**src/rtl/approx_mult_err_monitor.sv**
```systemverilog
// Windowed error-statistics monitor for W x W approximate multipliers (exact product recomputed).
// Define ERR_MON_SQ_EN to add the saturating sum-of-squared-error output sum_sq_err.
module approx_mult_err_monitor #(
    parameter int W     = 8,
    parameter int CNT_W = 17,
    parameter int ACC_W = 34
) (
    input  logic               clk,
    input  logic               rst,
    input  logic               start,
    input  logic [CNT_W-1:0]   win_len,
    input  logic               in_valid,
    output logic               in_ready,
    input  logic [W-1:0]       x,
    input  logic [W-1:0]       y,
    input  logic [2*W-1:0]     z,
    output logic               busy,
    output logic               done,
    output logic [CNT_W-1:0]   sample_cnt,
    output logic [CNT_W-1:0]   err_cnt,
    output logic [ACC_W-1:0]   sum_abs_err,
    output logic [ACC_W-1:0]   sum_err,
    output logic [2*W-1:0]     max_abs_err,
    output logic [W-1:0]       max_x,
    output logic [W-1:0]       max_y
`ifdef ERR_MON_SQ_EN
    ,
    output logic [2*ACC_W-1:0] sum_sq_err
`endif
);
    localparam int STAGES = 2;
    localparam int PW     = 2 * W;
    localparam int DW     = PW + 1;
    localparam logic [CNT_W-1:0] CNT_ONE = {{(CNT_W-1){1'b0}}, 1'b1};
    localparam logic [PW-1:0]    P_ONE   = {{(PW-1){1'b0}}, 1'b1};
    localparam logic [ACC_W-1:0] S_MAX   = {1'b0, {(ACC_W-1){1'b1}}};
    localparam logic [ACC_W-1:0] S_MIN   = {1'b1, {(ACC_W-1){1'b0}}};

    typedef enum logic [1:0] {IDLE, RUN, DRAIN, DONE} state_t;

    typedef struct packed {
        logic [W-1:0]         x;
        logic [W-1:0]         y;
        logic signed [DW-1:0] d;
    } s1_t;

    typedef struct packed {
        logic [W-1:0]         x;
        logic [W-1:0]         y;
        logic signed [DW-1:0] d;
        logic [PW-1:0]        ad;
    } s2_t;

    state_t               state, state_nxt;
    logic [CNT_W-1:0]     win_len_q;
    logic [CNT_W-1:0]     acc_cnt;
    logic [STAGES-1:0]    vld_pipe;
    s1_t                  s1;
    s2_t                  s2;

    logic                 accept;
    logic                 start_ok;
    logic                 last_accept;
    logic [PW-1:0]        prod;
    logic signed [DW-1:0] d_in;
    logic [PW-1:0]        ad1;

    logic [ACC_W:0]       abs_sum_nxt;
    logic [ACC_W:0]       serr_nxt;
    logic                 serr_ovf;

    // d spans [-(2^PW-1), 2^PW-1], so its magnitude always fits in PW bits.
    assign prod        = PW'(x) * PW'(y);
    assign d_in        = $signed({1'b0, prod}) - $signed({1'b0, z});
    assign accept      = in_valid && in_ready;
    assign start_ok    = start && (state == IDLE || state == DONE);
    assign last_accept = accept && ((acc_cnt + CNT_ONE) == win_len_q);
    assign ad1         = s1.d[DW-1] ? ((~s1.d[PW-1:0]) + P_ONE) : s1.d[PW-1:0];

    always_ff @(posedge clk or posedge rst) begin
        if (rst) state <= IDLE;
        else     state <= state_nxt;
    end

    always_comb begin
        state_nxt = state;
        case (state)
            IDLE, DONE: if (start) state_nxt = (win_len == '0) ? DRAIN : RUN;
            RUN:        if (last_accept) state_nxt = DRAIN;
            DRAIN:      if (vld_pipe == '0) state_nxt = DONE;
            default:    state_nxt = IDLE;
        endcase
    end

    always_comb begin
        in_ready = 1'b0;
        busy     = 1'b0;
        done     = 1'b0;
        case (state)
            RUN:     begin in_ready = 1'b1; busy = 1'b1; end
            DRAIN:   busy = 1'b1;
            DONE:    done = 1'b1;
            default: ;
        endcase
    end

    always_ff @(posedge clk or posedge rst) begin
        if (rst) begin
            win_len_q <= '0;
            acc_cnt   <= '0;
            vld_pipe  <= '0;
            s1        <= '0;
            s2        <= '0;
        end else begin
            vld_pipe <= {vld_pipe[STAGES-2:0], accept};
            if (start_ok) begin
                win_len_q <= win_len;
                acc_cnt   <= '0;
            end else if (accept) begin
                acc_cnt <= acc_cnt + CNT_ONE;
            end
            if (accept) begin
                s1.x <= x;
                s1.y <= y;
                s1.d <= d_in;
            end
            if (vld_pipe[0]) begin
                s2.x  <= s1.x;
                s2.y  <= s1.y;
                s2.d  <= s1.d;
                s2.ad <= ad1;
            end
        end
    end

    assign abs_sum_nxt = {1'b0, sum_abs_err} + {{(ACC_W+1-PW){1'b0}}, s2.ad};
    assign serr_nxt    = {sum_err[ACC_W-1], sum_err} + {{(ACC_W+1-DW){s2.d[DW-1]}}, s2.d};
    assign serr_ovf    = serr_nxt[ACC_W] != serr_nxt[ACC_W-1];

    always_ff @(posedge clk or posedge rst) begin
        if (rst) begin
            sample_cnt  <= '0;
            err_cnt     <= '0;
            sum_abs_err <= '0;
            sum_err     <= '0;
            max_abs_err <= '0;
            max_x       <= '0;
            max_y       <= '0;
        end else if (start_ok) begin
            sample_cnt  <= '0;
            err_cnt     <= '0;
            sum_abs_err <= '0;
            sum_err     <= '0;
            max_abs_err <= '0;
            max_x       <= '0;
            max_y       <= '0;
        end else if (vld_pipe[STAGES-1]) begin
            sample_cnt  <= sample_cnt + CNT_ONE;
            err_cnt     <= err_cnt + {{(CNT_W-1){1'b0}}, |s2.d};
            sum_abs_err <= abs_sum_nxt[ACC_W] ? '1 : abs_sum_nxt[ACC_W-1:0];
            if (serr_ovf) sum_err <= serr_nxt[ACC_W] ? S_MIN : S_MAX;
            else          sum_err <= serr_nxt[ACC_W-1:0];
            // Strict compare keeps the first sample of a tie.
            if (s2.ad > max_abs_err) begin
                max_abs_err <= s2.ad;
                max_x       <= s2.x;
                max_y       <= s2.y;
            end
        end
    end

`ifdef ERR_MON_SQ_EN
    localparam int SQW = 2 * DW;
    logic signed [SQW-1:0] sq;
    logic [2*ACC_W:0]      sq_sum_nxt;

    assign sq         = SQW'(s2.d) * SQW'(s2.d);
    assign sq_sum_nxt = {1'b0, sum_sq_err} + {{(2*ACC_W+1-SQW){1'b0}}, sq};

    always_ff @(posedge clk or posedge rst) begin
        if (rst)                     sum_sq_err <= '0;
        else if (start_ok)           sum_sq_err <= '0;
        else if (vld_pipe[STAGES-1]) sum_sq_err <= sq_sum_nxt[2*ACC_W] ? '1 : sq_sum_nxt[2*ACC_W-1:0];
    end
`endif

endmodule

```
**config.mk**
```make
export PLATFORM = sky130hd
export DESIGN_NAME = approx_mult_err_monitor
export DESIGN_NICKNAME = d
export VERILOG_FILES = /design/src/rtl/approx_mult_err_monitor.sv
export SDC_FILE = /design/constraint.sdc
export NUM_CORES = 1
export LEC_CHECK = 0
export ABC_AREA = 1
export CAP_MARGIN = 10
export CORE_MARGIN = 2
export CORE_UTILIZATION = 30
export DETAILED_ROUTE_END_ITERATION = 12
export PLACE_DENSITY = 0.47
export SKIP_LAST_GASP = 1
export SYNTH_ARGS = -nofsm -noshare
export SYNTH_HDL_FRONTEND = slang
export SYNTH_SLANG_ARGS = --single-unit
```
**constraint.sdc**
```tcl
create_clock -name clk -period 18.2 [get_ports clk]
set_input_delay 3.64 -clock clk [delete_from_list [all_inputs] [get_ports clk]]
set_output_delay 3.64 -clock clk [all_outputs]
set_load 0.01 [all_outputs]
```
# After elaboration in Yosys (flattened, before gate mapping)
# Index checks and enable logic that the tools add are counted.
# W data, S select, Z words.
# totals
reg_bits	254
# op_classes
multipliers	1
order_cmp	1
addsub	7
eq_ne	8
mux	31
bitwise_logic	1
reduce_logical	15
# op_table
cell	n
$mux W34	7
$mux W17	6
$mux W16	4
$mux W8	6
$add A34 B16 Y35	1
$add A34 B17 Y35	1
$add A17 B1 Y17 const B	2
$add A17 B1 Y17	1
$eq A17 B17 Y1	1
$logic_not A17 Y1	1
$reduce_or A17 Y1	1
$sub A16 B16 Y17	1
$add A16 B1 Y16 const B	1
$gt A16 B16 Y1	1
$mul A8 B8 Y16	1
$not A16 Y16	1
$mux W2	4
$ne A2 B2 Y1 const B	3
$pmux W2 S3	1
$reduce_bool A2 Y1	3
$eq A2 B2 Y1 const B	2
$logic_not A2 Y1	2
$reduce_or A2 Y1	2
$logic_and A1 B1 Y1	3
6 further kinds	8

# Longest topological paths before layout
# Gate-level depths: netlist of the first run.
# logic_depth
word_depth	6
depth_mapped	20

# Worst setup path before layout of the first run
# No wires, ideal clock.
# synth_timing
path_type	in2reg
startpoint	in x[0]
endpoint	reg s1[14] (netlist name)
setup_slack_ns	10.468
setup_time_ns	0.083
t_arrival_ns	7.649
stages	17
n_path_buf	1
path_cell_list	clkbuf_1 -> nand2_1 -> fa_1 -> fa_1 -> inv_1 -> fa_1 -> inv_1 -> fa_1 -> inv_1 -> ha_1 -> a21o_1 -> a21oi_1 -> o21ai_0 -> a21boi_0 -> o21ai_0 -> xor2_1 -> o21ai_0
# synth_via
elab_chain_cells	2
# synth_rtl
item	line_no	text
from (decl)	14	input logic [W-1:0] x,
$mul A8 B8 Y16	73	assign prod = PW'(x) * PW'(y);
$sub A16 B16 Y17	74	assign d_in = $signed({1'b0, prod}) - $signed({1'b0, z});
to (decl)	58	s1_t s1;
# Every way passes these cells.
# A chain may end at the register's enable or synchronous reset.

# Final worst setup path of the first run
# layout_timing
startpoint	in x[3]
endpoint	reg s1[14] (netlist name)
# Same word-level chain as after synthesis.

==> results of run 1 <==
[per-stage QoR]
step	utilization, %	area (um2)	hold WS (ns)	setup slack, ns
detailed placement	35.0	20300	0.462	9.61
global route	36.9	21400	0.497	9.85
global placement	35.0	20300	0.458	9.70
finish	36.9	21400	0.468	10.20
CTS	36.9	21400	0.476	10.18
floorplan	-	17700	0.389	7.60
[worst max-delay path: stages]
cell             delay, ns
clkdlybuf4s50_1       0.72
nand2_1               0.15
fa_1                  0.56
inv_1                 0.05
fa_1                  0.46
fa_1                  0.49
inv_1                 0.06
fa_1                  0.53
inv_1                 0.04
ha_1                  0.34
a21oi_1               0.16
nand2_1               0.10
a21oi_1               0.25
o21ai_0               0.18
a21boi_0              0.28
o21ai_0               0.15
xor2_1                0.15
o21ai_0               0.18
[Yosys cell counts (6+ instances only)]
cell type  number  share of area, %
a21o_1          6              0.25
nand2_1       762                16
nand3b_1        6              0.25
xor2_1         28               1.4
nand4_1        21              0.74
fa_1           52               5.9
nor3_1         44               1.2
xnor2_1        30               1.5
inv_1         333               7.1
o21bai_1        6              0.25
ha_1          116               8.2
nor2_1        115               2.4
nand3_1       164               4.6
nor4_1         11              0.39
o21ai_1        10              0.28
clkbuf_1       52               1.1
a31oi_1        10              0.35
o22ai_1        14              0.50
dfrtp_1       253                36
mux2_2         16               1.0
buf_1           7              0.15
a21oi_1       114               3.2
and3_1          7              0.25
or2_2           9              0.32
o21ai_0       153               4.3
[where the power goes]
part	switching [mW]	total, mW	internal [mW]
sequential	0.197	0.937	0.740
clock	0.254	0.681	0.427
combinational	0.988	1.61	0.625
[layer usage]
layer	GRT usage (%)	wire [um]	vias up
met1	24.8	25700	7429
met5	0	0	-
met2	29.8	25400	282
li1	-	-	7992
met3	1.76	1930	66
met4	4.29	1150	0
[worst min-delay path by stage]
stage                          end  slack, ns  cells after the start
CTS                       max_x[4]       0.48                      2
global placement          max_x[4]       0.46                      2
detailed placement  sample_cnt[16]       0.46                      1
global route              max_x[7]       0.50                      2
floorplan              vld_pipe[1]       0.39                      0
finish                    max_y[3]       0.47                      2
[layout make-up]
| cell class | instances | area (um2) |
|---|---|---|
| Fill cell | 6132 | 36600 |
| Multi-Input combinational cell | 1726 | 9780 |
| Sequential cell | 253 | 6330 |
| Timing Repair Buffer | 199 | 1980 |
| Inverter | 335 | 1270 |
| Tap cell | 765 | 957 |
| Clock buffer | 43 | 901 |
| Clock inverter | 13 | 219 |
[state kept, by name, summed over array words and instances (netlist names), 8 cells and up]
register and cells:
max_x 8, max_y 8, sum_err 34, err_cnt 17, max_abs_err 16, win_len_q 17, sum_abs_err 34, s2 48
acc_cnt 17, sample_cnt 17, s1 33
[cells by family (layout without fill, tap and decap cells)]
group           Yosys count  in the layout  synth area share [%]
buf+inv                 407            590                  8.96
simple gates           1155           1155                  27.3
flops                   253            253                  35.8
compound gates          329            329                  9.93
fa+ha+maj               168            168                  14.1
mux                      16             16                  1.02
xor+xnor                 58             58                  2.87
==> results.cfg, run 1 <==
[layout]
fin_nets = 2767
layout_common_cells = 761 x nand2_1, 332 x inv_1, 252 x dfrtp_1
antennaDiodeCount = 0
mostFrequentLayoutCell = nand2_1
final_cells = 3334
syn2layout_area_growth_pct = 21.2
drive_gt1_share_pct = 4.44

[global_route]
antenna_found_initial = 0
grt_pass1_vias = 15573
grt_max_degree = 147
grt_pass1_wl_um = 86900
grt_use_total_pct = 17.9
overflow = 0

[sta]
clock_skew_ns = 0.00777
tightest_slew_ns = 0.936
max_freq_mhz = 125
rsz0062_at_grt = no
fin_crit_ns = 8.00
tns_ns = 0
slew_headroom_pct = 37.6
hold_viol = 0
post-route-period-util_pct = 44.0
setup-violations-final = 0
finalMaxSlewViolations = 0

[critical_path]
cp_max_fo = 9
crit_path_end = s1[14]
critPathRequiredTime_ns = 18.68
r2r_end = sum_err[12]
setup.worst_path.class = input port to flop
r2r_cells = 13
worstPathArrival_ns = 8.48
worst_setup_path_end_kind = flop
ff2ff_setup_slack_ns = 14.20
r2r_start = s2[32]
cp-startpoint = x[3]
cp-start-kind = input port

[place]
io_buffers = 189
routabilityCongestion = 0.882
hpwl_um = 41000
dp_cells = 3278

[route]
routed-via-count = 15769
firstDrtPassIters = 8
drt-initial-drc-count = 786
ant_nets = 0
wl_per_cell_um = 16.3
avgViaCountPerCell = 4.73
post-route-drc-count = 0
detail_route.wirelength_um = 54200

[clock_tree]
cts.sinks = 253
cts_root_buf = clkbuf_16
post_cts_resized = 0
ctsHoldBuffers = 0
worstSkewPairLatency_ns = 0.57
clk_path_buf_depth = 3
cts_tree = yes
numCtsBuffers = 31
clkSlewWorstSetupHoldPaths_ns = 0.06
cts_setup_buffers = 0
htreeDepth = 1

[yosys]
synthesis.nets = 2607
synth_cells = 2386
ys.flop_type = dfrtp_1
synth.distinct_cells = 47
synth_edf_count = 0
yosysWarnings = 0
ys_async_sr_fraction_pct = 100
seq_area_frac_synth_pct = 35.8
avgSynthCellArea_um2 = 7.41
synth_seq_cells = 253
synth_area_um2 = 17700

[die]
start_util_pct = 30.5
die_h_um = 247
rows = 88
coreArea_um2 = 58000
die_x_um = 247
die_area_um2 = 60900
io_pins = 190

[power_and_ir_drop]
power_leakage_nw = 10.8
ir_worst_vdd_mv = 0.0918
power_density_nw_per_um2 = 151
power_mw = 3.23

[min_path]
min-delay-start = s2[36]
hold_class = flop to flop

[run_status]
status = completed

[flow_run]
maxCapViolations = 0
Power figures use the tool's default switching activity.
==> inputs of run 2 (changes only) <==
==> constraint.sdc (replaced) <==
create_clock -name clk -period 7.9 [get_ports clk]
set_input_delay 1.58 -clock clk [delete_from_list [all_inputs] [get_ports clk]]
set_output_delay 1.58 -clock clk [all_outputs]
set_load 0.01 [all_outputs]
==> results.cfg, run 2 (synthesized netlist as in run 1, its figures left out) <==
[run_status]
status = completed

[route]
wl_per_cell_um = 16.2
detail_route.wirelength_um = 54200
post-route-drc-count = 0
avgViaCountPerCell = 4.77
ant_nets = 0
firstDrtPassIters = 5
drt-initial-drc-count = 833
routed-via-count = 15924

[layout]
nFillCells = 6083
top_register = s2
largest_register_ffs = 48
antennaDiodeCount = 0
reg.largest.list = s2 x48, sum_abs_err x34, sum_err x34
syn2layout_area_growth_pct = 21.2
drive_gt1_share_pct = 4.70
fin_nets = 2772
layout_common_cells = 761 x nand2_1, 332 x inv_1, 252 x dfrtp_1
mostFrequentLayoutCell = nand2_1

[die]
start_util_pct = 30.5
io_pins = 190
rows = 88
die_h_um = 247
die_x_um = 247
coreArea_um2 = 58000
die_area_um2 = 60900

[sta]
post-route-period-util_pct = 75.0
rsz0062_at_grt = no
setup-violations-final = 0
tns_ns = 0
clock_skew_ns = 0.0208
finalMaxSlewViolations = 0
final.setup.worst_slack_ns = 1.98
slew_headroom_pct = 37.1
max_freq_mhz = 169
hold_viol = 0
tightest_slew_ns = 0.944
fin_crit_ns = 5.92

[place]
routabilityCongestion = 0.882
hpwl_um = 41400
io_buffers = 189
dpl_worst_slack_ns = 1.38

[clock_tree]
cts_setup_buffers = 0
clk_path_buf_depth = 3
numCtsBuffers = 34
cts_tree = yes
cts_root_buf = clkbuf_16
ctsHoldBuffers = 0
clkSlewWorstSetupHoldPaths_ns = 0.06
htreeDepth = 2
cts.sinks = 253
post_cts_resized = 0
worstSkewPairLatency_ns = 0.55

[critical_path]
crit_path_end = s1[14]
r2r_cells = 13
worst_setup_path_end_kind = flop
r2r_end = sum_err[31]
worstPathArrival_ns = 6.38
ff2ff_setup_slack_ns = 3.93
setup.worst_path.class = input port to flop
r2r_start = s2[32]
cp-startpoint = x[3]
cp-start-kind = input port
cp_max_fo = 9
critPathRequiredTime_ns = 8.36

[power_and_ir_drop]
power_density_nw_per_um2 = 345
power_leakage_nw = 10.8
ir_worst_vdd_mv = 0.179

[global_route]
grt_pass1_wl_um = 87600
overflow = 0
antenna_found_initial = 0
grt_use_total_pct = 18.1
grt_pass1_vias = 15847
grt_max_degree = 152

[flow_run]
maxCapViolations = 0

[min_path]
hold_class = flop to flop
run 2: changes by cell type in the layout (fill, tap and decap cells not counted):
cell and delta:
buf_4 +2, bufinv_16 -6, clkbuf_1 -1, clkbuf_16 +4, clkbuf_8 +2, clkinv_2 +2
clkinvlp_4 +3, inv_16 +1, inv_8 -1
run 2: how the worst min path moves through the flow:
stage                        start             end  slack [ns]  cells after the start
floorplan              vld_pipe[0]     vld_pipe[1]        0.39                      0
global placement            s2[48]        max_x[7]        0.45                      2
detailed placement          s2[45]        max_x[4]        0.46                      2
CTS                 sample_cnt[16]  sample_cnt[16]        0.47                      1
global route                s1[31]          s1[31]        0.50                      2
finish              sample_cnt[16]  sample_cnt[16]        0.46                      1
run 2: layout make-up:
type	count	area (um2)	share of cell area, %
clock inverter	12	83.8	0.391
timing repair buffer	201	1990	9.30
clock buffer	48	1020	4.78
tap	765	957	4.46
multi-input combinational	1726	9780	45.6
inverter	335	1260	5.89
sequential	253	6330	29.5
run 2: through the flow:
stage	utilization [%]	hold WS, ns	cells	instance area (um2)	total power, mW
finish	36.9	0.463	3340	21400	7.40
global placement	35.0	0.453	3280	20300	5.91
floorplan	-	0.389	2386	17700	4.65
CTS	36.9	0.467	3340	21400	7.53
global route	36.9	0.497	3340	21400	8.10
detailed placement	35.0	0.457	3280	20300	5.94
run 2: critical path: stages:
cell,delay [ns]
clkdlybuf4s50_1,0.71
nand2_1,0.15
fa_1,0.56
inv_1,0.05
fa_1,0.46
fa_1,0.49
inv_1,0.05
fa_1,0.52
inv_1,0.05
ha_1,0.35
a21oi_1,0.16
nand2_1,0.09
a21oi_1,0.26
o21ai_0,0.18
a21boi_0,0.29
o21ai_0,0.14
xor2_1,0.15
o21ai_0,0.14
run 2: power by group:
group,switching (mW),leakage (nW),internal (mW)
combinational,2.28,6.86,1.44
sequential,0.442,3.34,1.71
clock,0.627,0.553,0.908
run 2: routing by layer:
layer,track usage (%),routed length [um],vias up
met3,1.73,1650,57
met5,0,0,-
met2,30.4,25400,257
li1,-,-,8002
met1,24.9,26100,7608
met4,4.77,1050,0
==> inputs of run 3 (changes only) <==
--- a/config.mk
+++ b/config.mk
@@ -10,7 +10,7 @@
 export CORE_MARGIN = 2
 export CORE_UTILIZATION = 30
 export DETAILED_ROUTE_END_ITERATION = 12
-export PLACE_DENSITY = 0.47
+export PLACE_DENSITY = 0.48
 export SKIP_LAST_GASP = 1
 export SYNTH_ARGS = -nofsm -noshare
 export SYNTH_HDL_FRONTEND = slang
==> constraint.sdc (replaced) <==
create_clock -name clk -period 5.1 [get_ports clk]
set_input_delay 1.02 -clock clk [delete_from_list [all_inputs] [get_ports clk]]
set_output_delay 1.02 -clock clk [all_outputs]
set_load 0.01 [all_outputs]
==> results.cfg, run 3 (synthesized netlist as in run 1, its figures left out) <==
[run_status]
status = completed

[clock_tree]
cts.sinks = 253
ctsHoldBuffers = 0
cts_root_buf = clkbuf_16
worstSkewPairLatency_ns = 0.57
numCtsBuffers = 31
cts_tree = yes
clk_path_buf_depth = 3
clkSlewWorstSetupHoldPaths_ns = 0.06
htreeDepth = 1

[global_route]
overflow = 0
antenna_found_initial = 0
grt_max_degree = 127
grt_pass1_wl_um = 87200
grt_use_total_pct = 17.8
grt_pass1_vias = 15704

[route]
post-route-drc-count = 0
detail_route.wirelength_um = 54500
firstDrtPassIters = 7
avgViaCountPerCell = 4.72
ant_nets = 0
wl_per_cell_um = 16.1
routed-via-count = 15988
drt-initial-drc-count = 899

[die]
coreArea_um2 = 58000
die_h_um = 247
rows = 88
io_pins = 190
die_area_um2 = 60900
die_x_um = 247
start_util_pct = 30.5

[critical_path]
cpMostUsedCell = fa_1
setup.worst_path.class = input port to flop
cp_max_fo = 6
crit_slowest_cell = clkdlybuf4s50_1
path_delay_family = adder cells
slowest_delay_ns = 0.54
worstPathArrival_ns = 5.32
worst_setup_path_end_kind = flop
critPathRequiredTime_ns = 5.56
path_cells = clkdlybuf4s50_1 -> buf_4 -> nand2_1 -> fa_1 -> inv_1 -> fa_1 -> fa_1 -> inv_1 -> fa_1 -> inv_1 -> ha_1 -> buf_4 -> nand2_1 -> nor2_1 -> nand3_1 -> o2111ai_1 -> or2_2 -> nand3_1 -> nand2_1
crit_buf_inv = 6
cp-start-kind = input port

[layout]
reg.largest.list = s2 x48, sum_abs_err x34, sum_err x34
design_area_um2 = 21700
layout_common_cells = 761 x nand2_1, 332 x inv_1, 252 x dfrtp_1
antennaDiodeCount = 0
drive_gt1_share_pct = 6.37
fin_nets = 2822
mostFrequentLayoutCell = nand2_1
top_register = s2
largest_register_ffs = 48
syn2layout_area_growth_pct = 22.9

[place]
hpwl_um = 42300
placed_cell_area_um2 = 20700
io_buffers = 189
routabilityCongestion = 0.929

[power_and_ir_drop]
power_leakage_nw = 11.0
power_density_nw_per_um2 = 530
ir_worst_vdd_mv = 0.280

[sta]
clock_skew_ns = 0.0111
tightest_slew_ns = 0.957
hold_viol = 0
max_freq_mhz = 206
slew_headroom_pct = 36.1
hold_slack_ns = 0.463
post-route-period-util_pct = 95.3
rsz0062_at_grt = no
setup-violations-final = 0
finalMaxSlewViolations = 0
tns_ns = 0
fin_crit_ns = 4.86

[flow_run]
maxCapViolations = 0

[min_path]
hold_class = flop to flop
-- run 3: cell types whose count changed in the layout (fill, tap and decap cells not counted), moves of 2 or more --
cell / delta
a21oi_1: -2
a21oi_2: +2
dlymetal6s2s_1: +5
clkinv_2: -4
buf_4: +53
clkbuf_8: -3
clkdlybuf4s50_1: -5
clkbuf_16: -4
clkbuf_1: +4
-- run 3: worst paths after layout --
path	cells after the start	slack, ns	end	startpoint
min reg2reg	2	0.46	max_y[2]	s2[35]
max reg2reg	13	1.67	sum_err[23]	s2[32]
max	19	0.24	s1[13]	y[2]
min in group asynchronous	2	0.84	sum_abs_err[21]	rst
min	2	0.46	max_y[2]	s2[35]
max in group asynchronous	3	3.11	vld_pipe[0]	rst
-- run 3: report_power, final --
| group | total, mW | switching [mW] | internal [mW] | leakage, nW |
|---|---|---|---|---|
| Clock | 2.16 | 0.899 | 1.26 | 0.479 |
| Sequential | 3.33 | 0.692 | 2.64 | 3.34 |
| Combinational | 6.04 | 3.56 | 2.48 | 7.16 |
-- run 3: final cells by class --
class	instances	area, um2
flip-flops and latches	253	6330
fillers	6138	36300
repair buffers	254	2400
clock buffers	45	898
inverters	335	1260
clock inverters	10	90.1
well taps	765	957
multi-input cells	1726	9790
-- run 3: what timing repair did --
action / CTS / global route
endpoints found under the hold margin: 0 / 0
resized for setup: 0 / 8
setup endpoints to repair: 0 / 5
buffers inserted: 0 / 2
-- run 3: worst min-delay path, cell delays in order (launching register included) --
cell     delay, ns
dfrtp_1       0.34
nand2_1       0.05
nand2_1       0.05
-- run 3: metal layers --
layer	global-route usage [%]	vias to the layer above	wire (um)
met5	0	-	0
met4	2.83	0	623
met1	24.5	7588	26000
met3	1.55	52	1770
met2	31.0	261	26100
li1	-	8087	-
-- run 3: stage by stage --
step                cells  power, mW  utilization (%)  worst slack, ns
floorplan            2386       7.21                -           0.0545
global placement     3331       9.40             35.7           -0.515
detailed placement   3331       9.45             35.7           -0.546
CTS                  3386       11.7             37.4           0.0661
global route         3388       12.6             37.5          0.00686
finish               3388       11.5             37.5            0.238
